## src/rtl/fft_buf_pkg.sv

```systemverilog
// Shared definitions for the FFT stage buffers: delay-line state encoding,
// a constant-evaluable ceil(log2) helper and the even-parity function used
// by the optional storage protection (macro SDF_DELAY_LINE_PARITY_EN).
package fft_buf_pkg;

  // Delay-line control state: filling the buffer, or emitting delayed samples.
  typedef enum logic [0:0] {
    ST_FILL = 1'b0,
    ST_RUN  = 1'b1
  } dly_state_e;

  // Widest word the parity helper accepts; callers zero-extend into it.
  localparam int unsigned PAR_MAX_W = 256;

  // ceil(log2(value)); usable in parameter/localparam expressions.
  function automatic int unsigned clog2(input int unsigned value);
    int unsigned r;
    r = 32'd0;
    for (int i = 0; i < 32; i++) begin
      if (((value - 32'd1) >> i) != 32'd0) r = unsigned'(i) + 32'd1;
    end
    return r;
  endfunction

  // Even parity bit: makes the total number of ones (data + bit) even.
  // Zero-extension of narrower data does not change the result.
  function automatic logic even_parity(input logic [PAR_MAX_W-1:0] data);
    return ^data;
  endfunction

endpackage

```

## src/rtl/sdf_dly_ram.sv

```systemverilog
// Single-port read-before-write storage for sdf_delay_line.
// Synchronous write, registered read; the read register is the delay-line
// output stage, so it is reset while the array itself is not.
// With SDF_DELAY_LINE_PARITY_EN defined each entry carries an extra even
// parity bit and the read port also registers a parity-mismatch flag.
module sdf_dly_ram
  import fft_buf_pkg::*;
#(
  parameter  int unsigned BIT_WIDTH = 32,
  parameter  int unsigned MAX_DEPTH = 64,
  localparam int unsigned ADDR_W    = (MAX_DEPTH > 32'd1) ? clog2(MAX_DEPTH) : 32'd1
) (
  input  logic                 i_clk,
  input  logic                 i_rst_n,
  input  logic                 i_we,
  input  logic                 i_rd_en,
  input  logic [ADDR_W-1:0]    i_addr,
  input  logic [BIT_WIDTH-1:0] i_wdata,
  output logic [BIT_WIDTH-1:0] o_rdata
`ifdef SDF_DELAY_LINE_PARITY_EN
  ,
  output logic                 o_rd_bad
`endif
);

`ifdef SDF_DELAY_LINE_PARITY_EN
  localparam int unsigned MEM_W = BIT_WIDTH + 32'd1;
`else
  localparam int unsigned MEM_W = BIT_WIDTH;
`endif

  logic [MEM_W-1:0]     r_mem [MAX_DEPTH];
  logic [MEM_W-1:0]     w_wword;
  logic [MEM_W-1:0]     w_rword;
  logic [BIT_WIDTH-1:0] r_rdata;

  assign w_rword = r_mem[i_addr];
  assign o_rdata = r_rdata;

`ifdef SDF_DELAY_LINE_PARITY_EN
  logic [PAR_MAX_W-1:0] w_wdata_ext;
  logic [PAR_MAX_W-1:0] w_rdata_ext;
  logic                 w_rd_mismatch;
  logic                 r_rd_bad;

  assign w_wdata_ext   = {{(PAR_MAX_W-BIT_WIDTH){1'b0}}, i_wdata};
  assign w_rdata_ext   = {{(PAR_MAX_W-BIT_WIDTH){1'b0}}, w_rword[BIT_WIDTH-1:0]};
  assign w_wword       = {even_parity(w_wdata_ext), i_wdata};
  assign w_rd_mismatch = even_parity(w_rdata_ext) != w_rword[BIT_WIDTH];
  assign o_rd_bad      = r_rd_bad;

  // Parity check result travels with the registered read word.
  always_ff @(posedge i_clk or negedge i_rst_n) begin
    if (!i_rst_n) begin
      r_rd_bad <= 1'b0;
    end else if (i_rd_en) begin
      r_rd_bad <= w_rd_mismatch;
    end
  end
`else
  assign w_wword = i_wdata;
`endif

  // Registered read port: captures the old word before this cycle's write lands.
  always_ff @(posedge i_clk or negedge i_rst_n) begin
    if (!i_rst_n) begin
      r_rdata <= {BIT_WIDTH{1'b0}};
    end else if (i_rd_en) begin
      r_rdata <= w_rword[BIT_WIDTH-1:0];
    end
  end

  // Storage array: synchronous write, deliberately not reset.
  always_ff @(posedge i_clk) begin
    if (i_we) begin
      r_mem[i_addr] <= w_wword;
    end
  end

endmodule

```

## src/rtl/sdf_delay_line.sv

```systemverilog
// Run-time programmable, valid-qualified delay line for an SDF FFT stage.
// A circular buffer of r_depth entries advances only on accepted samples;
// output starts once the buffer has been filled at the current depth.
// Optional storage parity: define SDF_DELAY_LINE_PARITY_EN.
module sdf_delay_line
  import fft_buf_pkg::*;
#(
  parameter  int unsigned BIT_WIDTH     = 32,
  parameter  int unsigned MAX_DEPTH     = 64,
  parameter  int unsigned DEFAULT_DEPTH = 64,
  localparam int unsigned DEPTH_W       = clog2(MAX_DEPTH + 32'd1)
) (
  input  logic                 clk,
  input  logic                 reset_n,
  input  logic                 cfg_load,
  input  logic [DEPTH_W-1:0]   cfg_depth,
  input  logic                 in_valid,
  input  logic [BIT_WIDTH-1:0] in_data,
  output logic                 out_valid,
  output logic [BIT_WIDTH-1:0] out_data,
  output logic                 primed,
  output logic                 cfg_err,
  output logic                 parity_err
);

  localparam int unsigned      ADDR_W = (MAX_DEPTH > 32'd1) ? clog2(MAX_DEPTH) : 32'd1;
  localparam logic [DEPTH_W-1:0] MAX_D = DEPTH_W'(MAX_DEPTH);
  localparam logic [DEPTH_W-1:0] DEF_D = DEPTH_W'(DEFAULT_DEPTH);
  localparam logic [DEPTH_W-1:0] ONE_D = DEPTH_W'(32'd1);
  localparam logic [DEPTH_W-1:0] ZERO_D = DEPTH_W'(32'd0);

  dly_state_e         r_state;
  dly_state_e         w_state_nxt;
  logic [DEPTH_W-1:0] r_wr_ptr;
  logic [DEPTH_W-1:0] r_fill_cnt;
  logic [DEPTH_W-1:0] r_depth;
  logic               r_cfg_err;
  logic               r_out_valid;
  logic               w_accept;
  logic               w_run;
  logic               w_rd_en;
  logic               w_last_slot;
  logic               w_fill_done;
  logic               w_depth_legal;

  // cfg_load wins over a same-cycle sample, which is simply dropped.
  assign w_accept      = in_valid & ~cfg_load;
  assign w_rd_en       = w_accept & w_run;
  assign w_last_slot   = (r_wr_ptr == (r_depth - ONE_D));
  assign w_fill_done   = (r_fill_cnt == (r_depth - ONE_D));
  assign w_depth_legal = (cfg_depth != ZERO_D) && (cfg_depth <= MAX_D);

  assign out_valid = r_out_valid;
  assign primed    = w_run;
  assign cfg_err   = r_cfg_err;

  // State register.
  always_ff @(posedge clk or negedge reset_n) begin
    if (!reset_n) begin
      r_state <= ST_FILL;
    end else begin
      r_state <= w_state_nxt;
    end
  end

  // Next state: leave FILL on the accept that completes the buffer.
  always_comb begin
    w_state_nxt = r_state;
    if (cfg_load) begin
      w_state_nxt = ST_FILL;
    end else begin
      case (r_state)
        ST_FILL: begin
          if (w_accept && w_fill_done) w_state_nxt = ST_RUN;
          else                         w_state_nxt = ST_FILL;
        end
        ST_RUN:  w_state_nxt = ST_RUN;
        default: w_state_nxt = ST_FILL;
      endcase
    end
  end

  // State outputs: RUN means the buffer is primed and reads are real samples.
  always_comb begin
    w_run = 1'b0;
    case (r_state)
      ST_RUN:  w_run = 1'b1;
      ST_FILL: w_run = 1'b0;
      default: w_run = 1'b0;
    endcase
  end

  // Write pointer wraps at the programmed depth; fill count tracks FILL progress.
  always_ff @(posedge clk or negedge reset_n) begin
    if (!reset_n) begin
      r_wr_ptr   <= ZERO_D;
      r_fill_cnt <= ZERO_D;
    end else if (cfg_load) begin
      r_wr_ptr   <= ZERO_D;
      r_fill_cnt <= ZERO_D;
    end else if (w_accept) begin
      r_wr_ptr <= w_last_slot ? ZERO_D : (r_wr_ptr + ONE_D);
      if (!w_run) begin
        r_fill_cnt <= r_fill_cnt + ONE_D;
      end
    end
  end

  // Depth register; illegal requests fall back to the full buffer and latch cfg_err.
  always_ff @(posedge clk or negedge reset_n) begin
    if (!reset_n) begin
      r_depth   <= DEF_D;
      r_cfg_err <= 1'b0;
    end else if (cfg_load) begin
      if (w_depth_legal) begin
        r_depth <= cfg_depth;
      end else begin
        r_depth   <= MAX_D;
        r_cfg_err <= 1'b1;
      end
    end
  end

  // out_valid marks the cycle after an accept made while running.
  always_ff @(posedge clk or negedge reset_n) begin
    if (!reset_n) begin
      r_out_valid <= 1'b0;
    end else begin
      r_out_valid <= w_rd_en;
    end
  end

`ifdef SDF_DELAY_LINE_PARITY_EN
  logic w_rd_bad;
  logic r_parity_err;

  sdf_dly_ram #(
    .BIT_WIDTH (BIT_WIDTH),
    .MAX_DEPTH (MAX_DEPTH)
  ) u_ram (
    .i_clk    (clk),
    .i_rst_n  (reset_n),
    .i_we     (w_accept),
    .i_rd_en  (w_rd_en),
    .i_addr   (r_wr_ptr[ADDR_W-1:0]),
    .i_wdata  (in_data),
    .o_rdata  (out_data),
    .o_rd_bad (w_rd_bad)
  );

  // Sticky parity flag; the OR below makes it visible with the bad sample itself.
  always_ff @(posedge clk or negedge reset_n) begin
    if (!reset_n) begin
      r_parity_err <= 1'b0;
    end else if (r_out_valid && w_rd_bad) begin
      r_parity_err <= 1'b1;
    end
  end

  assign parity_err = r_parity_err | (r_out_valid & w_rd_bad);
`else
  sdf_dly_ram #(
    .BIT_WIDTH (BIT_WIDTH),
    .MAX_DEPTH (MAX_DEPTH)
  ) u_ram (
    .i_clk   (clk),
    .i_rst_n (reset_n),
    .i_we    (w_accept),
    .i_rd_en (w_rd_en),
    .i_addr  (r_wr_ptr[ADDR_W-1:0]),
    .i_wdata (in_data),
    .o_rdata (out_data)
  );

  assign parity_err = 1'b0;
`endif

endmodule
```

## config.mk

```make
export PLATFORM = sky130hd
export DESIGN_NAME = sdf_delay_line
export DESIGN_NICKNAME = d
export VERILOG_FILES = /design/src/rtl/fft_buf_pkg.sv /design/src/rtl/sdf_dly_ram.sv /design/src/rtl/sdf_delay_line.sv
export SDC_FILE = /design/constraint.sdc
export NUM_CORES = 2
export LEC_CHECK = 0
export ABC_CLOCK_PERIOD_IN_PS = 4400
export CORE_UTILIZATION = 56
export DETAILED_ROUTE_END_ITERATION = 8
export PLACE_DENSITY = 0.77
export SYNTH_ARGS = -nofsm -noshare
export SYNTH_HDL_FRONTEND = slang
export SYNTH_SLANG_ARGS = --single-unit
```

## constraint.sdc

```tcl
create_clock -name clk -period 4.4 [get_ports clk]
set_input_delay 0.88 -clock clk [delete_from_list [all_inputs] [get_ports clk]]
set_output_delay 0.88 -clock clk [all_outputs]
set_load 0.03 [all_outputs]
```

Yosys cells after proc, flatten, opt, wreduce, memory -nomap -nowiden. Memory sizes are Yosys's and may differ from the RTL's. A register that Yosys moved wholly into a read port is not among the register bits. Index checks and enable logic that the tools add are counted. Widths: inputs -> output; s select.

Bits in registers: 24. RAM bits: 2048. Input bits: 43. Memories kept: 1.

Memory list: u_ram.r_mem (depth 64, width 32, rd ports 1, clocked after memory_dff 1, write ports 1, RTL line sdf_dly_ram.sv:32) `logic [MEM_W-1:0] r_mem [MAX_DEPTH];`.

$add $sub $neg: 3. Order comparisons: 1. Equal/unequal tests: 3. Muxes and demuxes: 13. Bitwise operators: 5. Reduce and logical (&&, ||, !) cells: 7.

Operator list (number): $mux 7 (7); $add 7x1->7 const B (2); $eq 7x7->1 (2); $le 7x7->1 const B (1); $reduce_bool 7->1 (1); $sub 7x1->7 const B (1); $mux 1 (4); $pmux 1 s2 (2); $reduce_and 2->1 (2); $not 1->1 (3); $and 1x1->1 (2); $logic_and 1x1->1 (2); $ne 2x2->1 const B (1); $reduce_bool 2->1 (1); $logic_not 1->1 (1).

Longest topological paths before layout.
Depth in word-level cells: 6. Depth in mapped cells: 11.

Hierarchy. Synthesis repeated with hierarchy kept, for this count alone.

Cells, all modules: 4438. Area, all modules: 81399.3 um^2.

Modules (own cells, without submodules): sdf_dly_ram (times used 1, cells each 4279, area each 79932.9 um^2); sdf_delay_line (times used 1, cells each 159, area each 1466.4 um^2).

Worst setup path before layout. OpenSTA, ideal clock, no wires.

Kind: register to register. From: register r_wr_ptr[2]. To: memory u_ram.r_mem[12][0] in the netlist's numbering (enable). Arrival: 3.042 ns. Required time: 3.979 ns. Path slack: 0.937 ns. Stages on the path, launching flop included: 9. Buffers on the path: 6. Cell sequence: dfrtp_1 buf_6 buf_6 buf_4 buf_2 buf_4 buf_2 nand3_1 nor2_1.

RTL lines: start, declared (RTL line sdf_delay_line.sv:34) `logic [DEPTH_W-1:0] r_wr_ptr;`; start signal, assigned (RTL line sdf_delay_line.sv:102) `r_wr_ptr <= w_last_slot ? ZERO_D : (r_wr_ptr + ONE_D);`; end, declared (RTL line sdf_dly_ram.sv:32).

Straight into the memory's write port.

==> results.py <==
metrics = {
    "outcome": {
        "outcome": "finished with violations",
        "violations": "DRC",
    },
    "sta": {
        "finalSetupTns_ps": 0,
        "fin_ws_ps": 404,
        "hold_ws_ps": 153,
        "min_period_over_period": 0.908,
        "max_freq_mhz": 250,
        "finalHoldViolations": 0,
        "worst_clock_skew_ps": 35.2,
        "rsz0062_at_grt": "no",
        "setup_viol": 0,
        "slew_viol_final": 0,
        "max-slew-margin-rel": 0.0829,
        "worstMarginPinSlew_ps": 1380,
        "period_needed_ps": 4000,
    },
    "clocking": {
        "cts_resized": 0,
        "cts_setup_buffers": 0,
        "tritoncts": "built",
        "insertion_delay_ps": 840,
        "cts.path.max_buffers": 3,
        "holdBufCountCts": 0,
        "htreeDepth": 4,
        "cts_sinks": 2104,
        "clk_pin_slew_ps": 60,
        "cts_buffers": 198,
        "cts-root-buf": "clkbuf_16",
    },
    "global_routing": {
        "antenna_found_initial": 24,
        "grt_pass1_wl_mm": 360,
        "grt_usage": 0.355,
        "grt_pass1_vias": 46900,
        "grt_remaining_overflow": 0,
        "grt_max_degree": 74,
    },
    "synthesis": {
        "syn_area_um2": 81300,
        "synthArstFlopShare": 0.0266,
        "synthDistinctLibCells": 78,
        "syn-num-nets": 4315,
        "synth_top_flop_cell": "edfxtp_1",
        "yosysWarnings": 0,
        "synth-edff-count": 2048,
        "yosysSeqAreaShare": 0.773,
        "synth_area_per_cell_um2": 19.1,
        "syn_inst": 4269,
        "synth-seq-cells": 2104,
    },
    "final_layout": {
        "fin_nets": 4586,
        "final_area_um2": 92300,
        "layout-drive-gt1-share": 0.216,
        "fin_util": 0.642,
        "finalNonFillerCells": 6625,
        "area_growth_pct": 13.5,
    },
    "setup_path": {
        "cp.arrival_ps": 4710,
        "crit_top_cell": "buf_4",
        "r2r-end": "u_ram.o_rdata[27]",
        "reg2reg_slack_ps": 400,
        "path_cells": "buf_4 -> nor2b_4 -> buf_4 -> a221oi_1 -> o22ai_1 -> a22oi_1 -> o21ai_1 -> o32a_1",
        "critPathLaunchType": "register",
        "crit_slowest_cell": "dfrtp_4",
        "critical_path.max_fanout": 33,
        "max_stage_delay_ps": 1010,
        "critPathKind": "reg2reg",
        "cp-startpoint": "r_wr_ptr[1]",
        "crit_path_end": "u_ram.o_rdata[27]",
        "cp-end-kind": "register",
        "required_ps": 5110,
        "r2r-start": "r_wr_ptr[1]",
        "reg2reg_depth": 8,
    },
    "drt": {
        "vias": 48800,
        "vias_per_cell": 7.37,
        "drtIter0Drc": 9350,
        "ant_nets": 0,
        "first_pass_iters": 9,
        "drc_errors": 28,
        "post_drt_wl_per_cell_um": 39.4,
        "drt_wl_total_mm": 261,
    },
    "die": {
        "die_height_um": 383,
        "die_w_um": 383,
        "core-area_um2": 144000,
        "rows": 139,
        "die_area_um2": 147000,
        "initial_core_util": 0.566,
        "io_pins": 79,
    },
    "job": {
        "drv_cap": 0,
    },
    "placement": {
        "io_buffer_count": 77,
        "gp_congestion": 0.971,
        "place_inst": 6243,
        "postPlaceCellArea_um2": 86100,
        "place_hpwl_mm": 155,
        "place_ws_ps": 581,
    },
    "pwr": {
        "p_per_area_nw_per_um2": 447,
        "vdd_drop_max_uv": 314,
        "total_power_mw": 41.3,
        "p_leak_nw": 28.7,
    },
    "min_path": {
        "hold_path.class": "in2async",
    },
}
## metal layers
metal  track usage  part of all wire  vias to the layer above
li1              -                 -                    18300
met1         0.464              0.32                    24200
met2         0.508              0.43                     5139
met3         0.134              0.17                     1129
met4         0.210             0.073                       30
met5       0.00661            0.0012                        -
## final cells by class
| class | count | area (µm²) |
|---|---|---|
| multi-input combinational | 1860 | 17300 |
| fill | 9171 | 51500 |
| tap | 1903 | 2380 |
| clock buffer | 286 | 5470 |
| sequential | 2104 | 62900 |
| timing repair buffer | 361 | 3430 |
| antenna | 11 | 27.5 |
| clock inverter | 85 | 783 |
| inverter | 15 | 66.3 |
## sequential cells by signal, indices dropped and copies added, names as in the netlist
register,count
out_valid,1
r_fill_cnt,7
r_wr_ptr,7
r_depth,7
cfg_err,1
r_state,1
u_ram.o_rdata,32
u_ram.r_mem,2048
## worst min path at each step
| stage | from | end | depth (start not counted) | slack [ps] |
|---|---|---|---|---|
| floorplan | r_depth[6] | r_depth[6] | 2 | 490 |
| global placement | cfg_err | cfg_err | 1 | 440 |
| detailed placement | cfg_err | cfg_err | 1 | 440 |
| CTS | reset_n | cfg_err | 1 | 210 |
| global route | reset_n | cfg_err | 1 | 200 |
| finish | reset_n | cfg_err | 1 | 150 |
## cell families after synthesis
group,Yosys count,synth area share
and+or+nand+nor,355,0.0197
DFF,2104,0.773
AOI/OAI and AO/OA,924,0.0829
xor gates and xnor gates,27,0.00342
muxes,550,0.0987
buffers and inverters,305,0.0215
other,1,0.0000461
adders and majority gates,3,0.000462
## placed cells by master (no fill, tap or decap), types with 12 or more instances in the layout
cell type / instances
mux2_2: 134
clkinv_1: 30
a31oi_1: 21
a221o_1: 59
nand2_1: 84
nor2_1: 94
nor2_4: 67
nand4_1: 13
clkbuf_16: 198
a22oi_1: 157
clkinv_2: 28
edfxtp_1: 2048
clkdlybuf4s50_1: 44
nand3_1: 23
buf_2: 32
mux4_2: 185
dfrtp_1: 52
clkbuf_8: 18
o21ai_0: 101
o21ai_1: 14
clkbuf_1: 70
buf_12: 55
a221oi_1: 158
a21oi_1: 142
buf_4: 230
xnor2_1: 15
a22o_1: 50
o22ai_1: 96
o211ai_1: 14
o32a_1: 27
mux2i_1: 204
mux2_1: 25
a211oi_1: 12
## power breakdown
group	switching (mW)	total (mW)	leakage [nW]	internal [mW]
Sequential	0.193	22.3	19.1	22.1
Clock	7.44	16.6	3.04	9.14
Combinational	1.64	2.41	6.50	0.768
## critical path, delay by kind of cell, from the launching register on
family                 cells  cell delay (ps)
AO/OA/AOI/OAI              5             1950
flip-flops                 1             1010
buffers and inverters      2              650
AND/OR/NAND/NOR            1              200
## cell usage after synthesis, types with 55 or more instances
master | number | area share
nor2_1 | 161 | 0.0074
mux2_2 | 134 | 0.019
mux4_2 | 185 | 0.051
clkbuf_1 | 82 | 0.0038
buf_2 | 104 | 0.0064
dfrtp_1 | 55 | 0.017
nand2_1 | 85 | 0.0039
a221o_1 | 59 | 0.0073
a221oi_1 | 158 | 0.017
o21ai_0 | 101 | 0.0062
edfxtp_1 | 2048 | 0.76
a21oi_1 | 142 | 0.0087
o22ai_1 | 96 | 0.0074
mux2i_1 | 204 | 0.025
a22oi_1 | 157 | 0.014
(Power assumes the default switching activity.)
